==> src/rtl/uart_pkg.sv <==
`default_nettype none
// ============================================================================
// Module      : uart_pkg
// Description : Shared UART definitions (transmitter and receiver): one-hot
//               state encoding, parity mode constants, ticks per bit.
// Revision    : 1.0 - initial release
// ============================================================================
package uart_pkg;

   localparam int TICKS_PER_BIT = 16;

   localparam int PARITY_NONE = 0;
   localparam int PARITY_EVEN = 1;
   localparam int PARITY_ODD  = 2;

   localparam logic [4:0] ST_IDLE   = 5'b00001;
   localparam logic [4:0] ST_START  = 5'b00010;
   localparam logic [4:0] ST_DATA   = 5'b00100;
   localparam logic [4:0] ST_PARITY = 5'b01000;
   localparam logic [4:0] ST_STOP   = 5'b10000;

   typedef enum logic [4:0] {
      S_IDLE   = ST_IDLE,
      S_START  = ST_START,
      S_DATA   = ST_DATA,
      S_PARITY = ST_PARITY,
      S_STOP   = ST_STOP
   } state_e;

endpackage
`default_nettype wire

==> src/rtl/uart_tx.sv <==
`default_nettype none
// ============================================================================
// Module      : uart_tx
// Description : UART transmitter. Serialises one word per valid/ready
//               handshake, LSB first: start, data, optional parity, stop.
//               Bit timing is driven by an external 16x baud tick.
// Revision    : 1.0 - initial release
// ============================================================================
module uart_tx
   import uart_pkg::*;
#(
   parameter int NB_DATA = 8,
   parameter int SB_TICK = 16,
   parameter int PARITY  = 0
) (
   input  logic               i_clk,
   input  logic               i_reset_n,
   input  logic               i_tick,
   input  logic [NB_DATA-1:0] i_data,
   input  logic               i_valid,
   output logic               o_ready,
   output logic               o_tx,
   output logic               o_done
);

   localparam int                 NB_BCNT     = $clog2(NB_DATA + 1);
   localparam logic [4:0]         C_LAST_TICK = 5'(TICKS_PER_BIT - 1);
   localparam logic [4:0]         C_STOP_LAST = 5'(SB_TICK - 1);
   localparam logic [NB_BCNT-1:0] C_LAST_BIT  = NB_BCNT'(NB_DATA - 1);
   localparam logic               C_ODD       = (PARITY == PARITY_ODD);
   localparam logic               C_HAS_PAR   = (PARITY != PARITY_NONE);

   state_e               state_q, state_d;
   logic [4:0]           tick_q,  tick_d;
   logic [NB_BCNT-1:0]   bit_q,   bit_d;
   logic [NB_DATA-1:0]   shreg_q, shreg_d;
   logic [NB_DATA-1:0]   word_q,  word_d;
   logic                 tx_q,    tx_d;
   logic                 done_q,  done_d;
   logic                 par_bit;

   // Next-state logic for the frame sequencer, counters, shifter and line
   always_comb begin
      state_d = state_q;
      tick_d  = tick_q;
      bit_d   = bit_q;
      shreg_d = shreg_q;
      word_d  = word_q;
      done_d  = 1'b0;
      // Parity comes from the latched copy so i_data may change mid-frame
      par_bit = (^word_q) ^ C_ODD;

      unique case (state_q)
         S_IDLE: begin
            if (i_valid) begin
               shreg_d = i_data;
               word_d  = i_data;
               tick_d  = 5'd0;
               bit_d   = '0;
               state_d = S_START;
            end
         end
         S_START: begin
            if (i_tick) begin
               if (tick_q == C_LAST_TICK) begin
                  tick_d  = 5'd0;
                  state_d = S_DATA;
               end else begin
                  tick_d = tick_q + 5'd1;
               end
            end
         end
         S_DATA: begin
            if (i_tick) begin
               if (tick_q == C_LAST_TICK) begin
                  tick_d  = 5'd0;
                  shreg_d = shreg_q >> 1;
                  bit_d   = bit_q + NB_BCNT'(1);
                  if (bit_q == C_LAST_BIT) begin
                     state_d = C_HAS_PAR ? S_PARITY : S_STOP;
                  end
               end else begin
                  tick_d = tick_q + 5'd1;
               end
            end
         end
         S_PARITY: begin
            if (i_tick) begin
               if (tick_q == C_LAST_TICK) begin
                  tick_d  = 5'd0;
                  state_d = S_STOP;
               end else begin
                  tick_d = tick_q + 5'd1;
               end
            end
         end
         S_STOP: begin
            if (i_tick) begin
               if (tick_q == C_STOP_LAST) begin
                  tick_d  = 5'd0;
                  done_d  = 1'b1;
                  state_d = S_IDLE;
               end else begin
                  tick_d = tick_q + 5'd1;
               end
            end
         end
         default: begin
            state_d = S_IDLE;
         end
      endcase

      // Line level follows the state being entered so o_tx can be registered
      unique case (state_d)
         S_START:  tx_d = 1'b0;
         S_DATA:   tx_d = shreg_d[0];
         S_PARITY: tx_d = par_bit;
         default:  tx_d = 1'b1;
      endcase
   end

   // State, counters, shift register and registered line output
   always_ff @(posedge i_clk or negedge i_reset_n) begin
      if (!i_reset_n) begin
         state_q <= S_IDLE;
         tick_q  <= 5'd0;
         bit_q   <= '0;
         shreg_q <= '0;
         word_q  <= '0;
         tx_q    <= 1'b1;
         done_q  <= 1'b0;
      end else begin
         state_q <= state_d;
         tick_q  <= tick_d;
         bit_q   <= bit_d;
         shreg_q <= shreg_d;
         word_q  <= word_d;
         tx_q    <= tx_d;
         done_q  <= done_d;
      end
   end

   assign o_ready = (state_q == S_IDLE);
   assign o_tx    = tx_q;
   assign o_done  = done_q;

endmodule
`default_nettype wire

==> config.mk <==
export PLATFORM = sky130hd
export DESIGN_NAME = uart_tx
export DESIGN_NICKNAME = d
export VERILOG_FILES = /design/src/rtl/uart_pkg.sv /design/src/rtl/uart_tx.sv
export SDC_FILE = /design/constraint.sdc
export NUM_CORES = 1
export LEC_CHECK = 0
export CAP_MARGIN = 20
export CORE_MARGIN = 2
export CORE_UTILIZATION = 30
export DETAILED_ROUTE_END_ITERATION = 8
export SLEW_MARGIN = 40
export SYNTH_ARGS = -nofsm -noshare
export SYNTH_HDL_FRONTEND = slang
export SYNTH_SLANG_ARGS = --single-unit
==> constraint.sdc <==
create_clock -name i_clk -period 3.3 [get_ports i_clk]
set_input_delay 0.495 -clock i_clk [delete_from_list [all_inputs] [get_ports i_clk]]
set_output_delay 0.495 -clock i_clk [all_outputs]
set_load 0.01 [all_outputs]
# Word level (Yosys, flattened, before mapping)
# Cells that the tools add are included.
[word_totals] inputBits=12 register_bits=32 romBits=0 out_inout_bits=3 wordCells=58 mem_bits_rw=0 latch_bits=0 memories=0
[classes] n_mux=27 n_addsub=2 n_div=0 order_cmp=0 n_reduce_logical=7 n_bitwise=0 n_eq_ne=14 shifts=0 multipliers=0
[ops] operator="$mux 5" count=13
[ops] operator="$pmux 5 s5" count=1
[ops] operator="$mux 8" count=3
[ops] operator="$pmux 8 s2" count=1
[ops] operator="$eq 5x4->1 const B" count=3
[ops] operator="$mux 4" count=3
[ops] operator="$eq 5x2->1 const B" count=2
[ops] operator="$eq 5x3->1 const B" count=2
[ops] operator="$pmux 5 s2" count=1
[ops] operator="$pmux 4 s2" count=1
[ops] operator="$reduce_xor 8->1" count=1
[ops] operator="$ne 2x2->1 const B" count=3
[ops] operator="$add 5x1->5 const B" count=1
[ops] operator="$eq 5x1->1 const B" count=1
[ops] operator="$eq 5x5->1 const B" count=1
[ops] operator="$add 4x1->4 const B" count=1
[ops] operator="$eq 4x3->1 const B" count=1
[ops] operator="$reduce_and 4->1" count=1
[ops] operator="$reduce_bool 2->1" count=2
[ops] operator="$reduce_or 4->1" count=1
[ops] operator="$mux 1" count=3
[ops] operator="$pmux 1 s3" count=1
[ops] operator="$reduce_and 3->1" count=1
[ops] operator="$ne 2x1->1 const B" count=1
[ops] operator="$reduce_and 2->1" count=1

# Logic depth before layout (Yosys ltp)
# Gate-level depths: netlist (run 1).
[logic_depth] depth_word=7 mapped_depth=7 ltp_nobuf=6

# Least setup slack after synthesis (run 1)
# Ideal clock, no wire load.
[synth_timing] kind="reg2reg" startpoint="register state_q[4]" endpoint="register bit_q[3]" setup_slack_ps=1413 path_stages_with_launch=8 synth_period_minus_slack_ps=1887 t_arrival_ps=1767 cell_sequence="dfrtp_1 > buf_6 > or4b_4 > nor4_4 > buf_6 > nand4_2 > xor2_1 > nor2_2"
[synth_between] elab_chain_cells=3 word_cells_on_any_way=8
[synth_rtl] element="start: declaration" line="uart_tx.sv:33" text="state_e state_q, state_d;"
[synth_rtl] element="start signal: assignment" line="uart_tx.sv:133" text="state_q <= state_d;"
[synth_rtl] element="$eq 5x3->1 / $eq 5x1->1 (equally long branches)" line="uart_tx.sv:53" text="unique case (state_q)"
[synth_rtl] element="$ne 2x2->1 (no source line) / $reduce_bool 2->1 (equally long branches)"
[synth_rtl] element="$reduce_and 4->1 (no source line)"
[synth_rtl] element="end signal: assignment" line="uart_tx.sv:135" text="bit_q <= bit_d;"
[synth_rtl] element="end: declaration" line="uart_tx.sv:35" text="logic [NB_BCNT-1:0] bit_q, bit_d;"
# Parallel ways exist; a longest one is shown, timed or not.
# A chain may end at the register's enable or synchronous reset.

# Worst setup path after layout (run 1)
[layout_timing] startpoint="register state_q[4]" endpoint="output o_ready"
[layout_between] elab_chain_cells=1
[layout_rtl] element="$eq 5x1->1" line="uart_tx.sv:143" text="assign o_ready = (state_q == S_IDLE);"
[layout_rtl] element="end: declaration" line="uart_tx.sv:21" text="output logic o_ready,"
# No other way between the ends.

==> run summary, run 1 <==
Least-Margin Pin Slew: 0.6343 ns
Core Util, Final: 36.14%
io pins: 15
CP Cell Sequence: nor3_1 > nand3b_1 > inv_1 > clkdlybuf4s50_1
Worst Skew: 0.003153 ns
outcome: complete, no violations
WL/cell: 12.68 µm
worst hold slack: 0.4692 ns
CP max-delay cell: clkdlybuf4s50_1
Syn Inst Count: 155
Remaining DRCs: 0
layout cell share with drive strength beyond 1: 19.19%
Final Power: 1.497 mW
synthesized flop and latch total: 32
Worst R2R Path Depth: 5
Top delay family on crit path: buffers and inverters
top-count cell post-synth: dfrtp_1
worst path arrival time: 1.82 ns
PostCTS Resize Cnt: 0
initial core utilization: 30.73%
GPL Wtd Cong: 0.7524
worst path required time: 2.80 ns
number of H-tree levels: 2
Post-Syn Area per Cell: 10.78 µm²
max_slew headroom: 57.51%
Design Area, Final: 1966 µm²
Worst path depth: 4
Vias/cell: 4.816
RSZ-0062 raised after global routing: no
Post-synth top flop: dfrtp_1
gr usage total: 11.19%
synthesis-to-layout area growth: 17.59%
Antenna Nets Post-Route: 0
setup ws final: 0.9872 ns
TritonCTS clock tree: done
Setup WS pre-CTS: 0.9558 ns
total CTS buffers: 5
Leak: 0.8568 nW
post-synth top area share: 44.91%
top cells by instance count after synthesis: dfrtp_1, nand2_1, mux2_2
final cell count without fillers: 244
element type at the critical path end: output pin
startpoint types: flip-flop
first-pass GRT wire length: 5409 µm
die width: 78.65 µm
core area: 5439 µm²
Crit path buffers/inverters: 2
Max clock buf depth: 2
Vias: 1,175
number of global-route vias before repair: 1,165
Max Slew Vio Count: 0
Fmax: 432.4 MHz
number of max-cap violations: 0
async set or reset register ratio after synthesis: 100.0%
clk sinks: 32
worst hold stages: 2
Placed Instances: 236
hold buffers post-CTS: 0
crit-path max cell delay: 0.53 ns
CP Class: reg -> out
GR Overflow Total: 0
Clock Latency Late Sink: 0.28 ns
Tmin final: 2.313 ns
die footprint: 6185 µm²
EDFF count, synth: 0
final net count: 185
period utilization: 70.09%
top cells by area, synth: dfrtp_1, mux2_2, nand2_1
post-CTS setup buffer count: 0
Fin Setup TNS: 0 ns
HPWL after detailed placement: 2215 µm
initial antenna violation count: 0
Filler Cells Inserted: 562
Reg clk slew, reported paths: 0.06 ns
Netlist cell types: 45
Min-Delay Path Class: reg -> reg
PD cells: 761.5 nW/µm²
largest net degree at the start of global routing: 33
maximum vdd drop: 0.4678 mV
yosys warns: 0
# rows: 27
Total Wirelength: 3094 µm
area post-placement: 1876 µm²
Setup violations, final: 0
die height: 78.65 µm
largest driver fanout on the critical path: 9
starting DRC count in detailed routing: 35
post-synthesis sequential area ratio: 48.05%
number of buffers added on ports: 14
clock root buffer: clkbuf_8
Synth Net Count: 169
Final Hold Fails: 0
# diodes: 0
first drt pass iteration count: 4
largest area contributor in the netlist: dfrtp_1
Mapped Area: 1672 µm²
-- report_power, final --
part / internal [mW] / leakage [nW] / switching [mW]
Combinational: 0.299 / 0.403 / 0.253
Sequential: 0.527 / 0.408 / 0.108
Clock: 0.170 / 0.0455 / 0.140
-- flip-flops by register name, summed over array words and instances, names as in the netlist --
| register | cells |
|---|---|
| shreg_q | 8 |
| word_q | 8 |
| state_q | 5 |
| tick_q | 5 |
| bit_q | 4 |
| o_done | 1 |
| o_tx | 1 |
-- worst paths after layout --
| path | slack (ns) | endpoint | from |
|---|---|---|---|
| worst min register to register | 0.47 | shreg_q[5] | shreg_q[5] |
| max in group asynchronous | 2.38 | state_q[0] | i_reset_n |
| worst max-delay path | 0.99 | o_ready | state_q[4] |
| worst min-delay path | 0.47 | shreg_q[5] | shreg_q[5] |
| min in group asynchronous | 0.60 | word_q[2] | i_reset_n |
| worst max register to register | 1.03 | o_tx | state_q[4] |
-- layout make-up --
cell class	instances	area (µm²)	area share (%)
repair buffers	17	162.7	8.275
well taps	72	90.09	4.583
flip-flops and latches	32	803.3	40.87
inverters	4	15.01	0.7638
multi-input cells	111	804.5	40.93
clock buffers	8	90.09	4.583
-- worst reg2reg max path, stage by stage, from the launching register on --
cell and delay (ns):
dfrtp_1 0.48, or4b_4 0.61, nor4_4 0.48, nor2_2 0.19
a221oi_2 0.32, a221oi_2 0.11
-- cells in the final DEF, fill, tap and decap left out, drive strengths merged, types with 2 or more instances in the layout --
cell type and n:
dfrtp 30, nand2 18, clkdlybuf4s50 14, nor2 12, mux2 11, clkbuf 8, xnor2 7, a22oi 6
inv 4, o21ai 4, nand3b 3, and2 3, a21oi 3, o21a 3, a31oi 3, xor2 3
buf 3, nor3 3, a221oi 2, or2 2, a211oi 2, nand2b 2, nor3b 2, o21bai 2
a22o 2, ha 2, dfstp 2, or4b 2, nor4 2
-- routing by layer --
metal / global-route usage [%] / part of all wire [%] / routed length [µm] / vias up
met2: 16.15 / 44 / 1372 / 16
met1: 15.86 / 51 / 1593 / 572
li1: - / - / - / 584
met5: 0 / 0 / 0 / -
met3: 3.103 / 3.3 / 103 / 3
met4: 4.211 / 0.81 / 25 / 0
-- kinds of logic (layout without fill, tap and decap cells) --
logic type | after synthesis | count (layout) | share of synthesized area, %
compound gates | 31 | 31 | 13.77
xor+xnor | 10 | 10 | 5.240
fa+ha+maj | 2 | 2 | 1.497
buf+inv | 12 | 29 | 4.116
flops | 32 | 32 | 48.05
mux | 11 | 11 | 7.410
simple gates | 57 | 57 | 19.91
Power figures use the tool's default switching activity.
==> inputs of run 2 (changes only) <==
==> constraint.sdc (replaced) <==
create_clock -name i_clk -period 1.9 [get_ports i_clk]
set_input_delay 0.285 -clock i_clk [delete_from_list [all_inputs] [get_ports i_clk]]
set_output_delay 0.285 -clock i_clk [all_outputs]
set_load 0.01 [all_outputs]
==> run summary, run 2 (synthesis gave the netlist of run 1 again) <==
Vias: 1,282 (+9.1%)
Max Slew Vio Count: 0 (unchanged)
number of H-tree levels: 2 (unchanged)
clock root buffer: clkbuf_8
reg2reg end: o_tx
Int Pwr: 2.045 mW (+110%)
Worst R2R Path Depth: 5 (unchanged)
first-pass GRT wire length: 5878 µm (+8.7%)
largest driver fanout on the critical path: 3 (-6)
WL/cell: 13.04 µm (+2.8%)
starting DRC count in detailed routing: 57 (+63%)
number of buffers added on ports: 14 (unchanged)
# diodes: 0 (unchanged)
outcome: complete, but fails checks
max_slew headroom: 73.14% (+16 points)
number of global-route vias before repair: 1,272 (+9.2%)
sequential share of power: 35.7% (-6.7 points)
gr usage total: 12.37% (+1.2 points)
Net Switching: 0.9645 mW (+93%)
failing checks: setup timing
setup ws final: -0.01396 ns (-1.001 ns)
element type at the critical path end: flip-flop
largest net degree at the start of global routing: 33 (unchanged)
initial core utilization: 30.73% (unchanged)
RSZ-0062 raised after global routing: yes
core area: 5439 µm² (unchanged)
GR Overflow Total: 0 (unchanged)
worst path required time: 2.10 ns (-0.70 ns)
PD cells: 1312 nW/µm² (+72%)
RR Startpoint: state_q[4]
Worst Skew: 0.004129 ns (+0.0009756 ns)
Final Hold Fails: 0 (unchanged)
hold buffers post-CTS: 0 (unchanged)
maximum vdd drop: 0.7018 mV (+50%)
# rows: 27 (unchanged)
Clock Latency Late Sink: 0.29 ns (about the same)
commonest non-fill, non-tap cell in the layout: dfrtp_1
Remaining DRCs: 0 (unchanged)
Max clock buf depth: 2 (unchanged)
combinational power share: 42.8% (+5.9 points)
Reg clk slew, reported paths: 0.07 ns (about the same)
HPWL after detailed placement: 2313 µm (+4.4%)
clock share of power: 21.5% (+0.8 points)
reg-to-reg setup timing slack: -0.01 ns (-1.04 ns)
initial antenna violation count: 0 (unchanged)
CP Launch Point: state_q[4]
area post-placement: 2058 µm² (+9.7%)
total CTS buffers: 5 (unchanged)
Final Power: 3.009 mW (+100%)
layout cell share with drive strength beyond 1: 34.69% (+16 points)
Antenna Nets Post-Route: 0 (unchanged)
TritonCTS clock tree: done
Setup WS pre-CTS: -0.1320 ns (-1.088 ns)
period utilization: 100.7%
Least-Margin Pin Slew: 0.4030 ns (-0.2314 ns)
Filler Cells Inserted: 511 (-9.1%)
Leak: 1.042 nW (+22%)
Setup violations, final: 1 (+1)
Min-Delay Path Class: in -> async
Total Wirelength: 3495 µm (+13%)
synthesis-to-layout area growth: 37.20%
clk sinks: 32 (unchanged)
die height: 78.65 µm (unchanged)
worst path arrival time: 2.11 ns (+0.29 ns)
number of max-cap violations: 0 (unchanged)
first drt pass iteration count: 4 (unchanged)
Top Registers: shreg_q (8), word_q (8)
Fmax: 522.5 MHz
final net count: 209 (+13%)
Tmin final: 1.914 ns
io pins: 15 (unchanged)
commonest non-fill, non-tap cells in the layout: dfrtp_1, buf_4, nand2_1, clkdlybuf4s50_1, nor2_1
Vias/cell: 4.784 (-0.66%)
die width: 78.65 µm (unchanged)
die footprint: 6185 µm² (unchanged)
CP Class: reg -> reg
Design Area, Final: 2293 µm² (+17%)
worst setup path endpoint: o_tx
GPL Wtd Cong: 0.8160 (+8.5%)
switching share of power: 32.05% (-1.4 points)
startpoint types: flip-flop
## run 2: cell count changes in the layout (fill, tap and decap cells not counted), moves of 2 or more
cell    previous run  this run
buf_4              3        23
mux2_2            11         3
mux2_4             0         8
buf_12             0         2
buf_6              0         2
## run 2: cell type report
class	instances	area [µm²]	area share, %
clock buffers	6	72.57	3.164
clock inverters	2	35.03	1.528
flip-flops and latches	32	804.5	35.08
well taps	72	90.09	3.928
repair buffers	41	374.1	16.31
inverters	4	15.01	0.6547
multi-input cells	111	902.1	39.33
## run 2: repair_timing
item | CTS | global route
setup endpoints to repair | 3 | 17
buffers inserted | 1 | 2
pin swaps | 0 | 2
resized for setup | 3 | 21
## run 2: worst min-delay path by stage
stage               cells past startpoint          to  slack, ns
finish                                  2   word_q[2]       0.39
global route                            2   word_q[2]       0.46
CTS                                     2   word_q[2]       0.41
detailed placement                      2  shreg_q[2]       0.46
global placement                        2  shreg_q[2]       0.45
floorplan                               0    bit_q[0]      -0.01
## run 2: power groups by stage
stage / Clock, mW / Combinational [mW] / Sequential (mW)
finish: 0.648 / 1.29 / 1.07
global route: 0.699 / 1.42 / 1.11
CTS: 0.666 / 1.16 / 1.06
detailed placement: 0 / 1.16 / 1.07
global placement: 0 / 1.16 / 1.07
floorplan: 0 / 0.796 / 1.04
## run 2: worst max-delay path, cell delays in order (launching register included)
cell and delay (ns):
dfrtp_1 0.38, or4b_4 0.57, nor4_4 0.32, buf_4 0.22, a221oi_4 0.07, a221oi_2 0.27
## run 2: metrics by stage
| stage | cells | TNS [ns] | util (%) | hold WS, ns |
|---|---|---|---|---|
| after floorplan | 155 | 0 | - | -0.01059 |
| after global placement | 257 | -0.2397 | 37.84 | 0.4518 |
| after detailed placement | 257 | -0.1504 | 37.84 | 0.4560 |
| after CTS | 266 | -0.002608 | 40.07 | 0.4136 |
| after global routing | 268 | -0.6769 | 42.17 | 0.4610 |
| final | 268 | -0.01396 | 42.17 | 0.3941 |
## run 2: metal layers
| metal | wire, µm | part of all wire (%) | vias up | track usage (%) |
|---|---|---|---|---|
| li1 | - | - | 632 | - |
| met1 | 1660 | 47 | 620 | 16.62 |
| met2 | 1659 | 47 | 25 | 18.38 |
| met3 | 126 | 3.6 | 5 | 3.448 |
| met4 | 48 | 1.4 | 0 | 5.789 |
| met5 | 0 | 0 | - | 0 |
